==> config.mk <==
export PLATFORM = sky130hd
export DESIGN_NAME = fetch_queue
export DESIGN_NICKNAME = d
export VERILOG_FILES = /design/src/rtl/fetch_queue_pkg.sv /design/src/rtl/fetch_queue.sv
export SDC_FILE = /design/constraint.sdc
export NUM_CORES = 1
export LEC_CHECK = 0
export CORE_ASPECT_RATIO = 0.6
export CORE_MARGIN = 2
export CORE_UTILIZATION = 25
export DETAILED_ROUTE_END_ITERATION = 8
export GPL_ROUTABILITY_DRIVEN = 0
export PLACE_DENSITY_LB_ADDON = 0.05
export SLEW_MARGIN = 5
export SYNTH_ARGS = -nofsm -noshare
export SYNTH_HDL_FRONTEND = slang
export SYNTH_SLANG_ARGS = --single-unit
==> constraint.sdc <==
create_clock -name clk -period 3.2 [get_ports clk]
set_input_delay 0.8 -clock clk [delete_from_list [all_inputs] [get_ports clk]]
set_output_delay 0.8 -clock clk [all_outputs]
set_load 0.03 [all_outputs]
==> src/rtl/fetch_queue_pkg.sv <==
// Shared processor constants: datapath width, NOP encoding and default
// fetch queue depth.
package fetch_queue_pkg;

    localparam int FQ_WORD_W = 16;
    localparam int FQ_DEPTH  = 4;
    localparam logic [FQ_WORD_W-1:0] FQ_NOP = 16'h0000;

endpackage

==> src/rtl/fetch_queue.sv <==
// Register-based FIFO between instruction fetch and decode, with redirect
// flush and a full-queue pop-and-push path.
module fetch_queue
    import fetch_queue_pkg::*;
#(
    parameter int DEPTH  = FQ_DEPTH,
    parameter int WORD_W = FQ_WORD_W
) (
    input  logic                     clk,
    input  logic                     reset,
    input  logic                     fetch_valid,
    input  logic [WORD_W-1:0]        fetch_pc,
    input  logic [WORD_W-1:0]        fetch_instr,
    output logic                     fetch_ready,
    input  logic                     flush,
    output logic                     dec_valid,
    output logic [WORD_W-1:0]        dec_pc,
    output logic [WORD_W-1:0]        dec_instr,
    input  logic                     dec_ready,
    output logic [$clog2(DEPTH):0]   count,
    output logic                     stall_fetch
);

    localparam int PW = $clog2(DEPTH);
    localparam int CW = PW + 1;

    logic [WORD_W-1:0] r_pc_mem    [DEPTH];
    logic [WORD_W-1:0] r_instr_mem [DEPTH];
    logic [PW-1:0]     r_wr_ptr;
    logic [PW-1:0]     r_rd_ptr;
    logic [CW-1:0]     r_count;

    logic w_full;
    logic w_push;
    logic w_pop;

    // A full queue still accepts when the head leaves in the same cycle;
    // reset and flush discard the offer, so the handshake may complete.
    assign w_full      = (r_count == CW'(DEPTH));
    assign fetch_ready = reset || flush || !w_full || dec_ready;
    assign stall_fetch = !fetch_ready;

    assign dec_valid = (r_count != '0);
    assign w_push    = fetch_valid && fetch_ready && !flush;
    assign w_pop     = dec_valid && dec_ready && !flush;

    assign dec_pc    = dec_valid ? r_pc_mem[r_rd_ptr]    : WORD_W'(FQ_NOP);
    assign dec_instr = dec_valid ? r_instr_mem[r_rd_ptr] : WORD_W'(FQ_NOP);
    assign count     = r_count;

    always_ff @(posedge clk) begin
        if (!reset && w_push) begin
            r_pc_mem[r_wr_ptr]    <= fetch_pc;
            r_instr_mem[r_wr_ptr] <= fetch_instr;
        end
    end

    // Pointers rely on natural power-of-two wrap.
    always_ff @(posedge clk) begin
        if (reset || flush) begin
            r_wr_ptr <= '0;
            r_rd_ptr <= '0;
            r_count  <= '0;
        end else begin
            if (w_push) begin
                r_wr_ptr <= r_wr_ptr + PW'(1);
            end
            if (w_pop) begin
                r_rd_ptr <= r_rd_ptr + PW'(1);
            end
            case ({w_push, w_pop})
                2'b10:   r_count <= r_count + CW'(1);
                2'b01:   r_count <= r_count - CW'(1);
                default: r_count <= r_count;
            endcase
        end
    end

endmodule

==> results of run 1 <==
sequential cells by signal, indices dropped and copies added, names as in the netlist, named ones only:
signal,cells
r_instr_mem,64
r_wr_ptr,2
r_rd_ptr,2
r_pc_mem,64
count,3
cells by family (layout without fill, tap and decap cells):
family	Yosys count	in the layout	share of synthesized area, %
buf+inv	18	127	1.50
simple gates	54	54	6.20
flops	137	137	75.5
xor+xnor	3	3	0.493
fa+ha+maj	6	6	1.55
mux	32	32	13.5
compound gates	10	10	1.20
synth_stat cells (all sizes together):
cell and number:
a21o 1, edfxtp 128, dfxtp 9, and3 4
nand3 1, fa 1, xor2 3, nor2b 33
or3 2, and2 1, mux4 32, o21ai 3
ha 5, a21oi 4, or2 2, nand2 1
clkbuf 4, buf 7, or4b 1, inv 7
nor3 1, nor2 7, o31ai 2, nand4 1
timing repair:
action | 4_1_cts | 5_1_grt
gates resized for setup | 18 | 9
gates cloned | 0 | 0
hold buffers | 0 | 0
endpoints found under the setup margin | 29 | 9
layout make-up:
cell class,count,area [µm²]
multi-input cells,105,1230
repair buffers,89,947
flip-flops and latches,137,4030
well taps,279,349
clock buffers,17,425
clock inverters,14,205
fillers,2014,13800
inverters,7,26.3
worst paths after layout:
path / to / cells past startpoint / from
worst max-delay path: dec_instr[5] / 4 / flop
worst min-delay path: flop / 2 / r_rd_ptr[1]$_SDFFE_PP0P_
worst max register to register: count[2]$_SDFFE_PP0P_ / 9 / count[2]$_SDFFE_PP0P_
worst min register to register: flop / 2 / r_rd_ptr[1]$_SDFFE_PP0P_
power groups by stage:
stage                     combinational, mW  clock [mW]  sequential, mW
after floorplan                      0.0829           0            2.02
after global placement                0.206           0            2.02
after detailed placement              0.206           0            2.02
after CTS                             0.203        2.15            1.98
after global routing                  0.216        2.23            1.98
final                                 0.198        2.09            1.98
routing by layer:
layer | part of all wire (%) | wire length, µm
met5 | 0.14 | 16
met4 | 1.3 | 155
met3 | 5.2 | 610
met2 | 45 | 5240
met1 | 49 | 5680
metrics by stage:
stage / power (mW) / hold slack, ps
after floorplan: 2.10 / 459
after global placement: 2.23 / 469
after detailed placement: 2.23 / 477
after CTS: 4.34 / 493
after global routing: 4.43 / 545
final: 4.27 / 482
worst reg2reg max path: stages, from the launching register on:
cell	delay, ps
dfxtp_1	450
or4b_4	510
buf_4	170
o21ai_0	170
ha_1	190
inv_1	60
fa_1	370
xor2_1	150
or3_1	300
a21oi_1	150
==> impl_metrics.tcl, run 1 <==
set metrics [dict create \
    run_status "complete, no violations" \
    wl_um 11700 \
    stdcell_area_um2 7220 \
    ys_types 27 \
    cts.sinks 137 \
    final_common_cell "edfxtp_1" \
    slew_headroom_pct 69.6 \
    cts-root-buf "clkbuf_16" \
    coreArea_um2 21000 \
    finalHoldViolations 0 \
    seqPwrFrac_pct 46.5 \
    antenna_left 0 \
    ys_ff_latch 137 \
    clockPowerShare_pct 48.9 \
    power_density_nw_per_um2 591 \
    pwr-share-comb_pct 4.6 \
    drive_gt1_share_pct 24.7 \
    io_pins 75 \
    clock_skew_ps 5.81 \
    dp_cells 617 \
    globalRouteMet2Util_pct 17.1 \
    hpwl_um 6760 \
    rows 41 \
    n_antenna_cell 0 \
    grt_max_degree 36 \
    finish.utilization_pct 34.4 \
    clk_latency_ps 420 \
    overflow 0 \
    layout.nets 400 \
    maxCapViolCount 0 \
    synth_top_area_share_pct 72.1 \
    switchingPower_uw 826 \
    cts_made_buffers 17 \
    crit_type "flop to primary output" \
    syn_to_final_growth_pct 35.5 \
    port_buffers 74 \
    grt_util_met3_pct 4.77 \
    place_ws_ps -238 \
    drt_iter0_drc 140 \
    rsz0062_at_grt "no" \
    min_path_type "flop to flop" \
    p_int_mw 3.44 \
    tightest_slew_ps 453 \
    avgSynthCellArea_um2 20.5 \
    grt_busiest_layer "met2" \
    crit_path_max_fanout 8 \
    die_y_um 117 \
    die_w_um 192 \
    syn_inst 260 \
    grt_pass1_wl_um 17800 \
    crit_chain "buf_12, mux4_2, nor2b_1, clkdlybuf4s50_1" \
    cp.required_ps 2400 \
    drc_errors 0 \
    post_cts_buffers 0 \
    drt_first_pass_iters 4 \
    die_area_um2 22500 \
    via_per_inst 4.08 \
    instances_no_fill 648 \
    grt.met1_usage_pct 14.8 \
    critPathMaxStageDelay_ps 590 \
    postPlaceCellArea_um2 6590 \
    post-route-min-period_ps 3070 \
    setup_tns_ps 0 \
    layout_common_cells "edfxtp_1, clkdlybuf4s50_1, nor2b_1, mux4_2, clkbuf_16" \
    synth_fp_nets 303 \
    timing.final.max_slew_violations 0 \
    cp.arrival_ps 2270 \
    cpLargestDelayFamily "buffers and inverters" \
    synth_warnings 0 \
    total_leakage_power_nw 2.48 \
    vdd.ir_drop.worst_mv 0.376 \
    yosysTopAreaCell "edfxtp_1" \
    syn_area_um2 5330 \
    startpoint_type "flop" \
    htreeDepth 4 \
    clkTransAtPathRegs_ps 60 \
    grt_use_total_pct 11.4 \
    ys_top_cells_by_area "edfxtp_1, mux4_2, nor2b_1, dfxtp_1, ha_1" \
    setup_viol 0 \
    swShare_pct 19.3 \
    end_kind "primary output" \
    r2r_slack_ps 610 \
    vias 2647 \
    antenna_found_initial 1 \
    wl_per_cell_um 18.1 \
    crit_buf_inv 2 \
    crit_slowest_cell "clkdlybuf4s50_1" \
    cts_tree "yes" \
    postLayoutSetupSlackWorst_ps 125 \
    fmax_ghz 0.325 \
    period_share_pct 96.1 \
    first_global_vias 2916 \
    ys_seq_area_share_pct 75.5 \
    start_util_pct 25.4 \
    cts.path.max_buffers 2 \
]
No activity file was read; power rests on OpenSTA's default activity.
==> run 2, diff against run 1 <==
--- a/config.mk
+++ b/config.mk
@@ -11,6 +11,7 @@
 export DETAILED_ROUTE_END_ITERATION = 8
 export GPL_ROUTABILITY_DRIVEN = 0
 export PLACE_DENSITY_LB_ADDON = 0.05
+export SKIP_CTS_REPAIR_TIMING = 1
 export SLEW_MARGIN = 5
 export SYNTH_ARGS = -nofsm -noshare
 export SYNTH_HDL_FRONTEND = slang
==> impl_metrics.tcl, run 2 (synthesis results as in run 1) <==
set metrics [dict create \
    switchingPower_uw 824 \
    power_density_nw_per_um2 586 \
    via_per_inst 4.10 \
    register_area_um2 4030 \
    crit_slowest_cell "or4b_4" \
    overflow 0 \
    vias 2656 \
    final_common_cell "edfxtp_1" \
    rows 41 \
    antenna_found_initial 1 \
    finalHoldViolations 0 \
    die_w_um 192 \
    tightest_slew_ps 453 \
    multi_input_area_um2 1230 \
    worstHoldStart "r_rd_ptr[1]$_SDFFE_PP0P_" \
    grt_busiest_layer "met2" \
    swShare_pct 19.3 \
    grt.met1_usage_pct 14.8 \
    globalRouteMet2Util_pct 17.1 \
    wl_per_cell_um 18.1 \
    min_path_type "flop to flop" \
    post-route-min-period_ps 3080 \
    run_status "complete, no violations" \
    cts-root-buf "clkbuf_16" \
    syn_to_final_growth_pct 36.7 \
    grt_use_total_pct 11.4 \
    io_pins 75 \
    slew_headroom_pct 69.6 \
    start_util_pct 25.4 \
    clock_skew_ps 5.90 \
    die_area_um2 22500 \
    crit_start "dec_ready" \
    drc_errors 0 \
    clkTransAtPathRegs_ps 60 \
    cp.required_ps 2400 \
    postPlaceCellArea_um2 6590 \
    crit_type "input pin to primary output" \
    end_kind "primary output" \
    first_global_vias 2916 \
    grt_util_met3_pct 4.77 \
    fmax_ghz 0.324 \
    clk_latency_ps 420 \
    cts.sinks 137 \
    timing.final.max_slew_violations 0 \
    cts_tree "yes" \
    cts_made_buffers 17 \
    drive_gt1_share_pct 24.4 \
    port_buffers 74 \
    drt_iter0_drc 136 \
    fill_cells 2000 \
    rsz0062_at_grt "no" \
    critPathMaxStageDelay_ps 500 \
    grt_pass1_wl_um 17800 \
    cp.arrival_ps 2280 \
    wl_um 11700 \
    finish.utilization_pct 34.7 \
    seqPwrFrac_pct 46.5 \
    stdcell_area_um2 7280 \
    grt_max_degree 36 \
    clockPowerShare_pct 48.8 \
    maxCapViolCount 0 \
    antenna_left 0 \
    die_y_um 117 \
    r2r_start "count[2]$_SDFFE_PP0P_" \
    setup_viol 0 \
    p_int_mw 3.44 \
    hold_slack_ps 482 \
    pwr-share-comb_pct 4.7 \
    startpoint_type "input pin" \
    layout.nets 400 \
    layout_common_cells "edfxtp_1, clkdlybuf4s50_1, nor2b_1, mux4_2, dlymetal6s2s_1" \
    crit_path_max_fanout 2 \
    crit_chain "clkdlybuf4s50_1, or4b_4, or2_2, dlymetal6s2s_1" \
    total_leakage_power_nw 2.68 \
    drt_first_pass_iters 4 \
    coreArea_um2 21000 \
    vdd.ir_drop.worst_mv 0.376 \
    period_share_pct 96.4 \
    n_antenna_cell 0 \
    hpwl_um 6760 \
    htreeDepth 4 \
    cts.path.max_buffers 2 \
]
==> run 2: path summary, 6_finish.rpt <==
kind,endpoint,slack [ps],depth (start not counted)
worst min register to register,flop,480,2
worst min-delay path,flop,480,2
worst max register to register,count[2]$_SDFFE_PP0P_,610,9
worst max-delay path,fetch_ready,120,4
==> run 2: routing by layer <==
metal  vias to the layer above  share of wire [%]
li1                       1228                  -
met1                      1358                 48
met2                        52                 45
met3                        16                5.4
met4                         2                1.3
met5                         -               0.14
==> run 2: power groups by stage <==
stage | sequential, mW | clock, mW | combinational (mW)
after global routing | 1.98 | 2.23 | 0.219
after global placement | 2.02 | 0 | 0.206
after floorplan | 2.02 | 0 | 0.0829
final | 1.98 | 2.08 | 0.201
after CTS | 1.98 | 2.15 | 0.207
after detailed placement | 2.02 | 0 | 0.206
==> run 2: cell type report <==
| class | instances | area share (%) |
|---|---|---|
| Clock buffer | 17 | 5.84 |
| Clock inverter | 14 | 2.82 |
| Inverter | 7 | 0.361 |
| Multi-Input combinational cell | 105 | 17.0 |
| Sequential cell | 137 | 55.3 |
| Tap cell | 279 | 4.79 |
| Timing Repair Buffer | 89 | 13.9 |
==> run 2: critical path, delay by kind of cell <==
kind | cells | cell delay, ps
buffers and inverters | 2 | 670
and+or+nand+nor | 2 | 820
==> run 2: metrics by stage <==
stage | instances | TNS, ps | power [mW] | setup slack, ps
5_1_grt | 648 | 0 | 4.43 | 9.60
4_1_cts | 648 | -2780 | 4.34 | -249
2_1_floorplan | 260 | 0 | 2.10 | 482
3_3_place_gp | 617 | -366 | 2.23 | -257
6_report | 648 | 0 | 4.27 | 115
3_5_place_dp | 617 | -392 | 2.23 | -238
